--- config.mk ---
export PLATFORM = sky130hd
export DESIGN_NAME = ram_block_copy_flat
export DESIGN_NICKNAME = d
export VERILOG_FILES = /design/src/rtl/ram_block_copy_pkg.sv /design/src/rtl/ram_block_copy_if.sv /design/src/rtl/ram_block_copy_addr_gen.sv /design/src/rtl/ram_block_copy.sv /design/src/flat_wrapper.sv
export SDC_FILE = /design/constraint.sdc
export NUM_CORES = 1
export LEC_CHECK = 0
export CORE_MARGIN = 2
export CORE_UTILIZATION = 40
export CTS_CLUSTER_SIZE = 8
export DETAILED_ROUTE_END_ITERATION = 8
export MAX_ROUTING_LAYER = met4
export PLACE_DENSITY_LB_ADDON = 0.12
export SYNTH_ARGS = -nofsm -noshare
export SYNTH_HDL_FRONTEND = slang
export SYNTH_SLANG_ARGS = --single-unit
--- constraint.sdc ---
create_clock -name clk -period 4.3 [get_ports clk]
set_input_delay 1.29 -clock clk [delete_from_list [all_inputs] [get_ports clk]]
set_output_delay 1.29 -clock clk [all_outputs]
set_load 0.1 [all_outputs]
--- src/rtl/ram_block_copy_pkg.sv ---
// Shared constants and types for the RAM block-copy master.
package ram_pkg;
  localparam int DATA_WIDTH = 16;
  localparam int ADDR_WIDTH = 10;

  typedef enum logic [1:0] {IDLE, READ, FLUSH, DONE} state_e;
  typedef enum logic {ASC, DESC} dir_e;

  typedef struct packed {
    logic [ADDR_WIDTH-1:0] src;
    logic [ADDR_WIDTH-1:0] dst;
    logic [ADDR_WIDTH:0]   len;
    dir_e                  dir;
  } copy_req_t;
endpackage

--- src/rtl/ram_block_copy_if.sv ---
// Control request/status plus both RAM ports of the copy master.
interface ram_block_copy_if;
  import ram_pkg::*;

  logic                  start;
  logic [ADDR_WIDTH-1:0] src_addr;
  logic [ADDR_WIDTH-1:0] dst_addr;
  logic [ADDR_WIDTH:0]   len;
  logic                  busy;
  logic                  done;
  logic [ADDR_WIDTH-1:0] addr_a;
  logic                  we_a;
  logic [DATA_WIDTH-1:0] data_a;
  logic [DATA_WIDTH-1:0] q_a_out;
  logic [ADDR_WIDTH-1:0] addr_b;
  logic                  we_b;
  logic [DATA_WIDTH-1:0] data_b;

  modport master (
    input  start, src_addr, dst_addr, len, q_a_out,
    output busy, done, addr_a, we_a, data_a, addr_b, we_b, data_b
  );

  modport slave (
    output start, src_addr, dst_addr, len, q_a_out,
    input  busy, done, addr_a, we_a, data_a, addr_b, we_b, data_b
  );
endinterface

--- src/rtl/ram_block_copy_addr_gen.sv ---
// Wrapped word address for copy index i, ascending or descending from base.
module ram_copy_addr_gen
  import ram_pkg::*;
#(
  parameter int AW = ADDR_WIDTH
) (
  input  logic [AW-1:0] i_base,
  input  logic [AW-1:0] i_len,   // len mod 2^AW; enough for wrapped math
  input  dir_e          i_dir,
  input  logic [AW-1:0] i_idx,
  output logic [AW-1:0] o_addr
);
  always_comb begin
    if (i_dir == DESC) o_addr = i_base + i_len - AW'(1) - i_idx;
    else               o_addr = i_base + i_idx;
  end
endmodule

--- src/rtl/ram_block_copy.sv ---
// Block copy inside one dual-port RAM: port A reads, port B writes one cycle later.
module ram_block_copy
  import ram_pkg::*;
(
  input  logic              clk,
  input  logic              rst_n,
  ram_block_copy_if.master  bus
);
  localparam int AW = ADDR_WIDTH;

  state_e         r_state, w_state_nxt;
  copy_req_t      r_req, w_req;
  logic [AW-1:0]  r_idx, r_addr_a, r_addr_b;
  logic           r_we_b;
  logic [AW-1:0]  w_diff, w_src_base, w_src_len, w_src_idx, w_src_addr, w_dst_addr;
  dir_e           w_src_dir;
  logic           w_last;

  // Overlap where dst lies ahead of src within the block must copy from the top down.
  assign w_diff = bus.dst_addr - bus.src_addr;
  always_comb begin
    w_req.src = bus.src_addr;
    w_req.dst = bus.dst_addr;
    w_req.len = bus.len;
    w_req.dir = (w_diff != '0 && {1'b0, w_diff} < bus.len) ? DESC : ASC;
  end

  // In IDLE the first read address comes straight from the request inputs.
  always_comb begin
    if (r_state == IDLE) begin
      w_src_base = w_req.src;
      w_src_len  = w_req.len[AW-1:0];
      w_src_dir  = w_req.dir;
      w_src_idx  = '0;
    end else begin
      w_src_base = r_req.src;
      w_src_len  = r_req.len[AW-1:0];
      w_src_dir  = r_req.dir;
      w_src_idx  = r_idx + AW'(1);
    end
  end

  assign w_last = ({1'b0, r_idx} == r_req.len - (AW+1)'(1));

  ram_copy_addr_gen #(.AW(AW)) u_src_gen (
    .i_base (w_src_base),
    .i_len  (w_src_len),
    .i_dir  (w_src_dir),
    .i_idx  (w_src_idx),
    .o_addr (w_src_addr)
  );

  ram_copy_addr_gen #(.AW(AW)) u_dst_gen (
    .i_base (r_req.dst),
    .i_len  (r_req.len[AW-1:0]),
    .i_dir  (r_req.dir),
    .i_idx  (r_idx),
    .o_addr (w_dst_addr)
  );

  always_ff @(posedge clk or negedge rst_n) begin
    if (!rst_n) begin
      r_state  <= IDLE;
      r_req    <= '0;
      r_idx    <= '0;
      r_addr_a <= '0;
      r_addr_b <= '0;
      r_we_b   <= 1'b0;
    end else begin
      r_state <= w_state_nxt;
      r_we_b  <= (r_state == READ);
      case (r_state)
        IDLE: if (bus.start && bus.len != '0) begin
          r_req    <= w_req;
          r_idx    <= '0;
          r_addr_a <= w_src_addr;
        end
        READ: begin
          r_addr_b <= w_dst_addr;
          if (!w_last) begin
            r_idx    <= r_idx + AW'(1);
            r_addr_a <= w_src_addr;
          end
        end
        default: ;
      endcase
    end
  end

  always_comb begin
    w_state_nxt = r_state;
    bus.busy    = 1'b0;
    bus.done    = 1'b0;
    unique case (r_state)
      IDLE:  if (bus.start) w_state_nxt = (bus.len == '0) ? DONE : READ;
      READ:  begin bus.busy = 1'b1; if (w_last) w_state_nxt = FLUSH; end
      FLUSH: begin bus.busy = 1'b1; w_state_nxt = DONE; end
      DONE:  begin bus.done = 1'b1; w_state_nxt = IDLE; end
      default: w_state_nxt = IDLE;
    endcase
  end

  assign bus.addr_a = r_addr_a;
  assign bus.we_a   = 1'b0;
  assign bus.data_a = '0;
  assign bus.addr_b = r_addr_b;
  assign bus.we_b   = r_we_b;
  assign bus.data_b = r_we_b ? bus.q_a_out : '0;
endmodule

--- src/flat_wrapper.sv ---
// flat-port wrapper written by rule: the top's interface ports become plain ports
module ram_block_copy_flat import ram_pkg::*;
  (clk, rst_n, bus_start, bus_src_addr, bus_dst_addr, bus_len, bus_q_a_out, bus_busy, bus_done, bus_addr_a, bus_we_a, bus_data_a, bus_addr_b, bus_we_b, bus_data_b);
  ram_block_copy_if bus_i ();
  input  logic clk;
  input  logic rst_n;
  input wire logic [$bits(bus_i.start)-1:0] bus_start;
  input wire logic [$bits(bus_i.src_addr)-1:0] bus_src_addr;
  input wire logic [$bits(bus_i.dst_addr)-1:0] bus_dst_addr;
  input wire logic [$bits(bus_i.len)-1:0] bus_len;
  input wire logic [$bits(bus_i.q_a_out)-1:0] bus_q_a_out;
  output wire logic [$bits(bus_i.busy)-1:0] bus_busy;
  output wire logic [$bits(bus_i.done)-1:0] bus_done;
  output wire logic [$bits(bus_i.addr_a)-1:0] bus_addr_a;
  output wire logic [$bits(bus_i.we_a)-1:0] bus_we_a;
  output wire logic [$bits(bus_i.data_a)-1:0] bus_data_a;
  output wire logic [$bits(bus_i.addr_b)-1:0] bus_addr_b;
  output wire logic [$bits(bus_i.we_b)-1:0] bus_we_b;
  output wire logic [$bits(bus_i.data_b)-1:0] bus_data_b;
  assign bus_i.start = bus_start;
  assign bus_i.src_addr = bus_src_addr;
  assign bus_i.dst_addr = bus_dst_addr;
  assign bus_i.len = bus_len;
  assign bus_i.q_a_out = bus_q_a_out;
  assign bus_busy = bus_i.busy;
  assign bus_done = bus_i.done;
  assign bus_addr_a = bus_i.addr_a;
  assign bus_we_a = bus_i.we_a;
  assign bus_data_a = bus_i.data_a;
  assign bus_addr_b = bus_i.addr_b;
  assign bus_we_b = bus_i.we_b;
  assign bus_data_b = bus_i.data_b;
  ram_block_copy u_core (.clk(clk), .rst_n(rst_n), .bus(bus_i));
endmodule
; ---- After elaboration in Yosys (flattened, before gate mapping)
; Index checks and enable logic that the tools add are counted.
[totals]
register_bits = 65
word_cells = 60
[op_classes]
addsub = 11
order_cmp = 1
n_eq_ne = 8
mux = 20
reduce_logical = 11
[op_table]
columns = op, n
row1 = $mux 10, 9
row2 = $add 10x10->10, 4
row3 = $pmux 10 s2, 2
row4 = $sub 10x10->10, 3
row5 = $sub 10x1->10 const B, 2
row6 = $mux 16, 1
row7 = $eq 10x11->1, 1
row8 = $logic_not 11->1, 1
row9 = $lt 10x11->1, 1
row10 = $reduce_bool 11->1, 1
row11 = $sub 11x1->11 const B, 1
row12 = $add 10x1->10 const B, 1
row13 = $reduce_bool 10->1, 1
row14 = $pmux 2 s4, 1
row15 = $mux 2, 3
row16 = $ne 2x2->1 const B, 3
row17 = $eq 2x2->1 const B, 2
row18 = $mux 1, 4
row19 = $reduce_and 2->1, 2
row20 = $reduce_and 3->1, 1
row21 = $eq 2x1->1 const B, 1
row22 = $logic_and 1x1->1, 2
row23 = $logic_not 2->1, 1
row24 = $ne 2x1->1 const B, 1
row25 = 2 further kinds, 2

; ---- Longest topological paths before layout
; Gate-level depths: netlist of run 1.
[logic_depth]
depth_word = 8
ltp_mapped = 18
ltp_nobuf = 18

; ---- Modules after synthesis
; From an unflattened synthesis of run 1, not the netlist that was laid out.
[hier_totals]
hier_cells = 751
hier_area_um2 = 6862.8
[modules_own_cells]
columns = mod, n_inst, cells_per_inst, area_each_um2, seq_area_each_um2
row1 = ram_block_copy, 1, 433, 4375.4, 1626.6
row2 = ram_copy_addr_gen, 2, 159, 1243.7, 0.0

; ---- Worst setup path after synthesis of run 1
; OpenSTA, ideal clock, no wires.
[synth_path]
path_type = input port to flip-flop
startpoint = input port bus_dst_addr[0]
endpoint = register u_core.r_addr_a[7] (netlist: u_core.bus.addr_a[7])
arrival_ns = 4.112
t_required_ns = 4.175
slack_ns = 0.064
cell_stages = 17
n_path_buf = 1
cell_sequence = inv_1 ha_1 fa_1 nor2b_1 o31a_1 o22ai_1 xor2_1 inv_1 ha_1 nand3_1 o41ai_1 a221oi_1 o31a_1 o31ai_4 buf_6 mux2i_1 o21ai_1
[synth_via]
elab_chain_cells = 8
[synth_lines]
columns = element, line_no
row1 = from (decl), flat_wrapper.sv:9  ; input wire logic [$bits(bus_i.dst_addr)-1:0] bus_dst_addr;
row2 = $sub 10x10->10 (*), ram_block_copy.sv:20  ; assign w_diff = bus.dst_addr - bus.src_addr;
row3 = $lt 10x11->1 or $reduce_bool 10->1 (tied branches), ram_block_copy.sv:25  ; w_req.dir = (w_diff != '0 && {1'b0, w_diff} < bus.len) ? DESC : ASC;
row4 = $logic_and 1x1->1 (*), ram_block_copy.sv:25
row5 = $mux 1 (*), ram_block_copy.sv:25
row6 = $mux 1 (*), ram_block_copy.sv:30  ; if (r_state == IDLE) begin
row7 = $mux 10 (*), ram_block_copy_addr_gen.sv:14  ; if (i_dir == DESC) o_addr = i_base + i_len - AW'(1) - i_idx;
row8 = $mux 10 (on tied branches), "ram_block_copy.sv:80, ram_block_copy.sv:73"
row9 = $pmux 10 s2 (*), ram_block_copy.sv:72  ; case (r_state)
row10 = to (signal assigned), ram_block_copy.sv:76  ; r_addr_a <= w_src_addr;
row11 = to (signal assigned), ram_block_copy.sv:82  ; r_addr_a <= w_src_addr;
row12 = to (decl), ram_block_copy.sv:13  ; logic [AW-1:0] r_idx, r_addr_a, r_addr_b;
; Every way passes the cells marked *; elsewhere a longest branch is shown, timed or not. The select of a mux whose other input is x is not followed.
; A chain may end at the register's enable or synchronous reset.

; ---- Worst setup path in the final report of run 1
[layout_path]
startpoint = input port bus_src_addr[1]
endpoint = register u_core.r_addr_a[3] (netlist: u_core.bus.addr_a[3])
[layout_via]
elab_chain_cells = 8
[layout_lines]
columns = element, line_no
row1 = from (decl), flat_wrapper.sv:8  ; input wire logic [$bits(bus_i.src_addr)-1:0] bus_src_addr;
row2 = branches (longest 5 deep; another with $add 10x10->10), --
row3 = $mux 10 (*), ram_block_copy_addr_gen.sv:14
row4 = $mux 10 (on tied branches), "ram_block_copy.sv:80, ram_block_copy.sv:73"
row5 = $pmux 10 s2 (*), ram_block_copy.sv:72
; Mark *: on every way between the ends. The select of a mux whose other input is x is not followed.

==> impl_metrics.ini, run 1 <==
[synthesis]
synth_enable_flop_cells = 0
post-synth-top-area-fraction_pct = 25.0
synth.ff_latch_count = 65
synth_ff_type = dfrtp_1
post_synth_inst_count = 753
yosysSeqAreaShare_pct = 25.0
most_frequently_used_cell_type_in_the_post_synthesis_netlist = inv_1
synth.avg_cell_area_sq_um = 8.63
synthTopCellsByCount = inv_1, nand2_1, ha_1, dfrtp_1, o21ai_0
synth.cell_area_sq_mm = 0.00650
proportion_of_synthesized_flip_flops_having_asynchronous_set_or_reset_pct = 100
yosysWarningCount = 0
post_synth_main_area_contributors = dfrtp_1, ha_1, fa_1
synth.distinct_cells = 68
synth_largest_area_cell = dfrtp_1

[timing]
timing.fmax_ghz = 0.236
finalWorstPathRequiredPeriod_ns = 4.24
max_slew_violation_count = 0
setup_viol = 0
post-route-period-util_pct = 98.5
setup_tns_ns = 0
report.final.hold_viol_count = 0
maxSlewHeadroom_pct = 32.5
finClkSkew_ns = 0.00814
tightestPinTransition_ns = 1.01

[floorplan]
design.core.area_sq_mm = 0.0159
die-area_sq_mm = 0.0173
num_rows = 46
floorplan.initialDensity_pct = 40.9
top_level_ports = 106
die_x_microns = 131
die_h_microns = 131

[setup_path]
endpoint_kind = flip-flop
critPathKind = input port to flip-flop
ff2ff_setup_slack_ns = 0.37
startpoint_type = input port
crit_required_ns = 4.53
worst_r2r_startpoint = u_core.r_state[1]
timing.rr.end = u_core.bus.addr_a[9]
reg2regPathDepth = 15
critical_path_peak_fanout = 7
cp.arrival_ns = 4.46

[global_route]
global_route.usage.total_pct = 23.2
number_of_antenna_violations_at_the_first_check_in_global_routing = 0
first_global_vias = 5885
grt-ovfl-total = 0
grt_start_max_net_pins = 45
wire_length_of_the_first_global_routing_pass_microns = 30800

[cells_and_area]
design.final.nets = 1054
area_delta_synth_final_pct = 36.2
diode_count = 0
post_route_cells_drive_above_1_share_pct = 23.4
final_cell_count_no_fill = 1134

[route]
drt_pre_antenna_iters = 4
routed_wirelength_microns = 19200
drc_errors = 0
vias_per_cell = 5.11
route.antenna.remaining_nets = 0
detailroute.via_count = 5790
post_detailed_route_wirelength_per_cell_microns = 16.9
detailedRoute.firstIterationViolations = 361

[min_path]
worst_hold_path_type = flip-flop to flip-flop
number_of_cells_on_the_worst_hold_path = 2
min_to = u_core.r_req[26]
worst_hold_startpoint = u_core.r_req[26]

[clock_network]
ctsHoldBuffers = 0
cts_num_sinks = 65
cts.htree.levels = 3
cts.path.max_buffers = 2
tritoncts = yes
worst_skew_pair.late_latency_ns = 0.35
clk_transition_reported_paths_ns = 0.06
tritoncts.num_buffers = 9
root_buffer = clkbuf_16

[run_status]
status = complete, no violations

[run]
maxCapViolCount = 0

[placement]
dp_cells = 1091
io_buffer_count = 88
final_replace_weighted_congestion = 0.927
detailed_place_hpwl_microns = 14900
[cells in the final DEF (no fill, tap or decap), types with 4 or more instances in the layout]
master,Yosys,final
buf_4,19,87
inv_1,95,85
nand2_1,70,70
dfrtp_1,65,65
ha_1,68,57
clkdlybuf4s50_1,0,53
o21ai_0,53,50
nor2_1,41,41
xnor2_1,37,37
a21oi_1,31,27
and2_1,25,22
fa_1,23,22
mux2_2,19,19
xor2_1,18,18
mux2i_1,17,17
conb_1,1,17
buf_12,0,17
o21ai_1,9,11
or2_2,10,10
nand3_1,11,10
ha_4,0,10
inv_2,0,9
nor3_1,10,9
clkbuf_16,0,9
a21o_1,7,7
o41ai_1,9,7
o31ai_1,9,7
clkbuf_2,1,7
nor2b_1,7,6
o21a_1,5,5
a31oi_1,4,4
o31a_1,4,4
o31ai_2,2,4
nor4_1,4,4
o21bai_1,4,4
buf_6,1,4
[final cells by class]
type,instances,area [sq um]
timing repair buffer,176,1670
clock inverter,6,90.1
sequential,65,1630
clock buffer,10,239
fill,1442,7030
multi-input combinational,566,4600
inverter,95,359
tap,216,270
[critical path: stages]
cell and delay (ns):
buf_4 0.13, buf_6 0.11, fa_2 0.42, nor2b_4 0.13, buf_4 0.10, o21ai_0 0.09, a21oi_2 0.19, ha_1 0.27
a21o_1 0.21, a21oi_2 0.17, o21ai_1 0.11, a221oi_2 0.28, o31a_1 0.35, o31ai_4 0.19, buf_4 0.17, a221o_1 0.28
[flip-flops by register name, indices dropped and copies added, names as in the netlist]
name               count
u_core.bus.addr_b     10
u_core.bus.addr_a     10
u_core.r_state         2
u_core.r_req          32
u_core.bus.we_b        1
u_core.r_idx          10
[per-layer routing]
metal  up-vias  part of all wire (%)  global-route usage [%]
met3        35                   5.8                    4.86
met4         0                   3.6                    11.2
li1       2833                     -                       -
met1      2745                    43                    28.0
met2       177                    47                    36.9
met5         -                     0                       -
[metrics by stage]
stage | hold slack [ns] | setup WS (ns) | utilization, % | instance area [sq um]
3_5_place_dp | 0.469 | -0.704 | 50.9 | 8080
6_report | 0.483 | 0.0632 | 55.8 | 8860
4_1_cts | 0.485 | 0.0148 | 54.9 | 8710
3_3_place_gp | 0.463 | -0.678 | 50.9 | 8080
5_1_grt | 0.522 | -0.0578 | 55.8 | 8860
2_1_floorplan | 0.446 | 0.0638 | - | 6560
[worst max path at each step]
stage,cells after the start,end,from
global route,17,u_core.bus.addr_a[3],bus_dst_addr[0]
floorplan,17,u_core.bus.addr_a[7],bus_dst_addr[0]
CTS,16,u_core.bus.addr_a[1],bus_dst_addr[1]
global placement,17,u_core.bus.addr_a[1],bus_dst_addr[0]
finish,16,u_core.bus.addr_a[3],bus_src_addr[1]
detailed placement,17,u_core.bus.addr_a[1],bus_dst_addr[0]
[cell families (layout without fill, tap and decap cells)]
family | after synthesis | after routing | synth area share, %
compound gates | 165 | 166 | 16.7
simple gates | 201 | 201 | 15.4
buf+inv | 139 | 287 | 9.33
flops | 65 | 65 | 25.0
fa+ha+maj | 91 | 91 | 20.2
xor+xnor | 55 | 55 | 7.41
mux | 36 | 36 | 5.91
other cells | 1 | 17 | 0.0577
[what timing repair did]
| action | CTS | global route |
|---|---|---|
| pin swaps | 26 | 28 |
| gates cloned | 1 | 0 |
| buffers inserted | 21 | 7 |
| endpoints found under the setup margin | 10 | 10 |
| resized for setup | 58 | 46 |
Power of run 1 is not shown: default switching activity piles up to over one toggle a cycle in this logic, so the estimate is an artifact.
==> run 2, diff against run 1 <==
- clock period: 4.3 -> 5.1 ns (I/O delays scaled with it)
==> impl_metrics.ini, run 2 (synthesis gave the netlist of run 1 again) <==
[run_status]
status = complete, no violations

[clock_network]
root_buffer = clkbuf_16
clk_transition_reported_paths_ns = 0.06
ctsHoldBuffers = 0
cts.path.max_buffers = 2
worst_skew_pair.late_latency_ns = 0.34
cts.htree.levels = 3
cts_num_sinks = 65
tritoncts = yes
tritoncts.num_buffers = 9

[timing]
report.final.hold_viol_count = 0
finalWorstPathRequiredPeriod_ns = 4.97
worst_slack_ns = 0.132
timing.fmax_ghz = 0.201
maxSlewHeadroom_pct = 32.5
finClkSkew_ns = 0.00819
setup_viol = 0
setup_tns_ns = 0
max_slew_violation_count = 0
tightestPinTransition_ns = 1.01
post-route-period-util_pct = 97.4

[global_route]
grt_start_max_net_pins = 53
number_of_antenna_violations_at_the_first_check_in_global_routing = 0
grt-ovfl-total = 0
wire_length_of_the_first_global_routing_pass_microns = 28100
global_route.usage.total_pct = 21.1
first_global_vias = 5347

[min_path]
worst_hold_path_type = flip-flop to flip-flop
worst_hold_startpoint = u_core.bus.addr_a[7]
number_of_cells_on_the_worst_hold_path = 2

[setup_path]
ff2ff_setup_slack_ns = 1.15
setup.worst_path.start = bus_dst_addr[2]
cp.arrival_ns = 5.19
critical_path.endpoint = u_core.bus.addr_a[2]
reg2regPathDepth = 14
endpoint_kind = flip-flop
crit_required_ns = 5.32
critPathKind = input port to flip-flop
worst_r2r_startpoint = u_core.r_state[1]
critical_path_peak_fanout = 7
startpoint_type = input port
timing.rr.end = u_core.bus.addr_a[9]

[run]
maxCapViolCount = 0

[route]
detailroute.via_count = 5425
drc_errors = 0
vias_per_cell = 5.04
routed_wirelength_microns = 17900
drt_pre_antenna_iters = 4
detailedRoute.firstIterationViolations = 309
post_detailed_route_wirelength_per_cell_microns = 16.6
route.antenna.remaining_nets = 0

[floorplan]
die-area_sq_mm = 0.0173
die_x_microns = 131
num_rows = 46
floorplan.initialDensity_pct = 40.9
top_level_ports = 106
die_h_microns = 131
design.core.area_sq_mm = 0.0159

[placement]
io_buffer_count = 88
detailedPlace.worstSlack_ns = -0.200
final_replace_weighted_congestion = 0.868
detailed_place_hpwl_microns = 14100

[cells_and_area]
largest_register = u_core.r_req
final_common_cell = inv_1
final_core_util_pct = 50.4
design.final.nets = 997
diode_count = 0
post_route_cells_drive_above_1_share_pct = 13.1
layout_common_cells = inv_1, clkdlybuf4s50_1, nand2_1
max_reg_flops = 32
area_delta_synth_final_pct = 23.2
[run 2: cell count changes in the layout (fill, tap and decap cells not counted), sizes merged]
cell,previous run,this run
clkdlybuf4s50,53,71
buf,111,48
clkinv,2,1
inv,96,95
dlymetal6s2s,3,0
clkinvlp,1,3
dlygate4sd2,2,0
clkbuf,17,12
bufinv,2,0
[run 2: timing repair]
action | in CTS | in global routing
setup endpoints to repair | 0 | 10
hold endpoints to repair | 0 | 0
resized for setup | 0 | 13
setup buffers | 0 | 5
[run 2: through the flow]
step	cell area, sq um	hold slack (ns)	instances
floorplan	6560	0.446	769
global placement	7610	0.468	1055
detailed placement	7610	0.472	1055
CTS	7900	0.485	1071
global route	8010	0.508	1077
finish	8010	0.481	1077
[run 2: worst max-delay path, cell delays in order]
cell	delay, ns
clkdlybuf4s50_1	0.57
ha_4	0.24
nor2b_2	0.16
o31a_1	0.34
o31a_1	0.30
and2_1	0.16
ha_1	0.29
nand4_1	0.11
o41ai_2	0.37
a221oi_2	0.07
o31a_1	0.43
o31ai_4	0.16
buf_4	0.19
mux2i_1	0.18
o21ai_1	0.08
[run 2: worst min path at each step]
| stage | slack (ns) | endpoint |
|---|---|---|
| floorplan | 0.45 | u_core.r_req[24] |
| global placement | 0.47 | u_core.r_req[24] |
| detailed placement | 0.47 | u_core.r_req[27] |
| CTS | 0.48 | u_core.bus.addr_a[9] |
| global route | 0.51 | u_core.bus.addr_a[5] |
| finish | 0.48 | u_core.bus.addr_a[7] |
[run 2: final cells by class]
cell class                 count  area, sq um
fill                        1552         7870
inverter                      95          357
clock inverter                 4         27.5
clock buffer                  12          256
tap                          216          270
sequential                    65         1630
timing repair buffer         119         1070
multi-input combinational    566         4410
[run 2: per-layer routing]
layer | track usage [%] | part of all wire [%]
met5 | - | 0
met2 | 34.4 | 47
met4 | 5.07 | 1.7
met1 | 27.1 | 46
met3 | 4.05 | 4.4
Power of run 2 is left out for the same reason.
==> run 3, diff against run 2 <==
- REMOVE_ABC_BUFFERS: not set -> 1
- SYNTH_HIERARCHICAL: not set -> 1
==> impl_metrics.ini, run 3 <==
[run_status]
status = complete, no violations

[cells_and_area]
post_route_cells_drive_above_1_share_pct = 17.1
area_delta_synth_final_pct = 26.9
layout_common_cells = inv_1, ha_1, dfrtp_1
fillers = 1574
largest_register = u_core/r_req
max_reg_flops = 32
design.final.nets = 1026
final_core_util_pct = 52.2
final_common_cell = inv_1
diode_count = 0

[min_path]
min_to = u_core/bus.addr_a[1]
worst_hold_path_type = flip-flop to flip-flop
number_of_cells_on_the_worst_hold_path = 1
worst_hold_startpoint = u_core/bus.addr_a[1]

[route]
route.antenna.remaining_nets = 0
route.met3.wl_microns = 507
vias_per_cell = 5.13
detailedRoute.firstIterationViolations = 261
drc_errors = 0
post_detailed_route_wirelength_per_cell_microns = 16.7
routed_wirelength_microns = 18400
met1Wirelength_microns = 8050
met2RoutedLength_microns = 9440
drt_pre_antenna_iters = 4
maxUsedRoutingLayer = met4
detailroute.via_count = 5650

[synthesis]
synth.ff_latch_count = 65
most_frequently_used_cell_type_in_the_post_synthesis_netlist = inv_1
post_synth_main_area_contributors = dfrtp_1, ha_1, mux2_1
synth_enable_flop_cells = 0
post-synth-top-area-fraction_pct = 23.7
synth.avg_cell_area_sq_um = 9.14
synth_largest_area_cell = dfrtp_1
synth.cell_area_sq_mm = 0.00686
yosysWarningCount = 6
yosysSeqAreaShare_pct = 23.7
synthTopCellsByCount = inv_1, ha_1, dfrtp_1, mux2_1, nor2_1
synth.distinct_cells = 66
post_synth_inst_count = 751
synth_ff_type = dfrtp_1
proportion_of_synthesized_flip_flops_having_asynchronous_set_or_reset_pct = 100

[clock_network]
worst_skew_pair.late_latency_ns = 0.35
cts.htree.levels = 3
cts.path.max_buffers = 2
cts_num_sinks = 65
tritoncts.num_buffers = 9
tritoncts = yes
root_buffer = clkbuf_16
clk_transition_reported_paths_ns = 0.06

[timing]
finalWorstPathRequiredPeriod_ns = 5.04
tightestPinTransition_ns = 0.973
maxSlewHeadroom_pct = 34.9
setup_viol = 0
finClkSkew_ns = 0.0102
report.final.hold_viol_count = 0
timing.fmax_ghz = 0.198
max_slew_violation_count = 0
post-route-period-util_pct = 98.9

[floorplan]
floorplan.initialDensity_pct = 41.1
die_h_microns = 135
num_rows = 47
die_x_microns = 135
top_level_ports = 106
design.core.area_sq_mm = 0.0167
die-area_sq_mm = 0.0182

[setup_path]
worst_r2r_startpoint = u_core/r_idx[1]
endpoint_kind = flip-flop
cp.arrival_ns = 5.27
critical-path-top-cell-by-count = a21oi_2
critPathKind = input port to flip-flop
crit_path_max_incr_delay_ns = 0.53
startpoint_type = input port
critical_path_peak_fanout = 5
ff2ff_setup_slack_ns = 0.88
reg2regPathDepth = 16
crit_required_ns = 5.33
critical-path-slowest-cell = clkdlybuf4s50_1
crit_family = compound AO/OA/AOI/OAI gates
path_buf_inv = 2
timing.rr.end = u_core/bus.addr_a[9]
setup.worst_path.start = bus_dst_addr[6]
crit_path_cell_trace = clkdlybuf4s50_1 -> ha_1 -> or3_1 -> o21ai_0 -> a21oi_2 -> o311ai_2 -> ha_1 -> a21oi_2 -> nor4b_4 -> a211o_1 -> mux2i_1 -> a31oi_1 -> buf_4 -> a2111oi_4 -> a21oi_2 -> xnor2_1 -> mux2_1

[global_route]
first_global_vias = 5804
grt_start_max_net_pins = 66
global_route.usage.total_pct = 21.4
number_of_antenna_violations_at_the_first_check_in_global_routing = 0
grt-ovfl-total = 0
wire_length_of_the_first_global_routing_pass_microns = 29300

[placement]
final_replace_weighted_congestion = 0.963
detailed_place_hpwl_microns = 14300
io_buffer_count = 88

[run]
maxCapViolCount = 0
[run 3: layout make-up]
cell class / count / area [sq um] / area share [%]
multi-input combinational: 538 / 4780 / 54.9
inverter: 127 / 477 / 5.47
timing repair buffer: 136 / 1220 / 14.0
sequential: 65 / 1630 / 18.7
tap: 220 / 275 / 3.16
clock buffer: 13 / 270 / 3.10
clock inverter: 2 / 60.1 / 0.689
[run 3: through the flow]
step | setup slack (ns) | area (sq um) | instances | setup TNS [ns] | hold slack, ns
final | 0.0582 | 8710 | 1101 | 0 | 0.484
after global routing | -0.0388 | 8710 | 1101 | -0.0484 | 0.497
after CTS | 0.00195 | 8570 | 1099 | 0 | 0.489
after detailed placement | -0.532 | 8170 | 1082 | -3.84 | 0.474
after global placement | -0.407 | 8170 | 1082 | -3.14 | 0.464
after floorplan | -0.289 | 6710 | 730 | -1.96 | 0.450
[run 3: metal layers]
layer,global-route usage [%],up-vias
li1,-,2755
met1,25.2,2731
met2,37.3,127
met3,2.63,37
met4,8.28,0
met5,-,-
[run 3: worst register-to-register path, cell delays in order, from the launching register on]
cell     delay [ns]
dfrtp_1        0.54
ha_1           0.30
and3_1         0.25
and3_1         0.27
nand3_1        0.17
xor2_1         0.21
nor2_1         0.27
fa_1           0.50
inv_1          0.07
ha_1           0.26
a21o_1         0.17
a31o_1         0.17
a21oi_1        0.16
xnor2_1        0.19
a21oi_2        0.12
xnor2_1        0.14
mux2_1         0.30
[run 3: how the worst max path moves through the flow]
| stage | to | slack [ns] | cells past startpoint |
|---|---|---|---|
| floorplan | u_core/bus.addr_a[1] | -0.29 | 16 |
| global placement | u_core/bus.addr_a[9] | -0.41 | 20 |
| detailed placement | u_core/bus.addr_a[9] | -0.53 | 21 |
| CTS | u_core/bus.addr_a[9] | 0.002 | 21 |
| global route | u_core/bus.addr_a[9] | -0.04 | 21 |
| finish | u_core/bus.addr_a[9] | 0.06 | 17 |
[run 3: kinds of logic after synthesis]
logic type                 count (synthesis)  synth area share (%)
buffers and inverters                    164                  10.1
and+or+nand+nor                          156                  11.8
DFF                                       65                  23.7
adders and majority gates                 99                  20.6
xor gates and xnor gates                  56                  7.15
AOI/OAI and AO/OA                        132                  14.0
muxes                                     78                  12.6
other                                      1                0.0546
[run 3: timing repair]
action                                 4_1_cts  5_1_grt
setup buffers                                2        2
hold buffers                                 0        0
pin swaps                                    1       12
setup endpoints to repair                    6       10
endpoints found under the hold margin        0        0
resized for setup                           12       30
Power of run 3 is left out for the same reason.
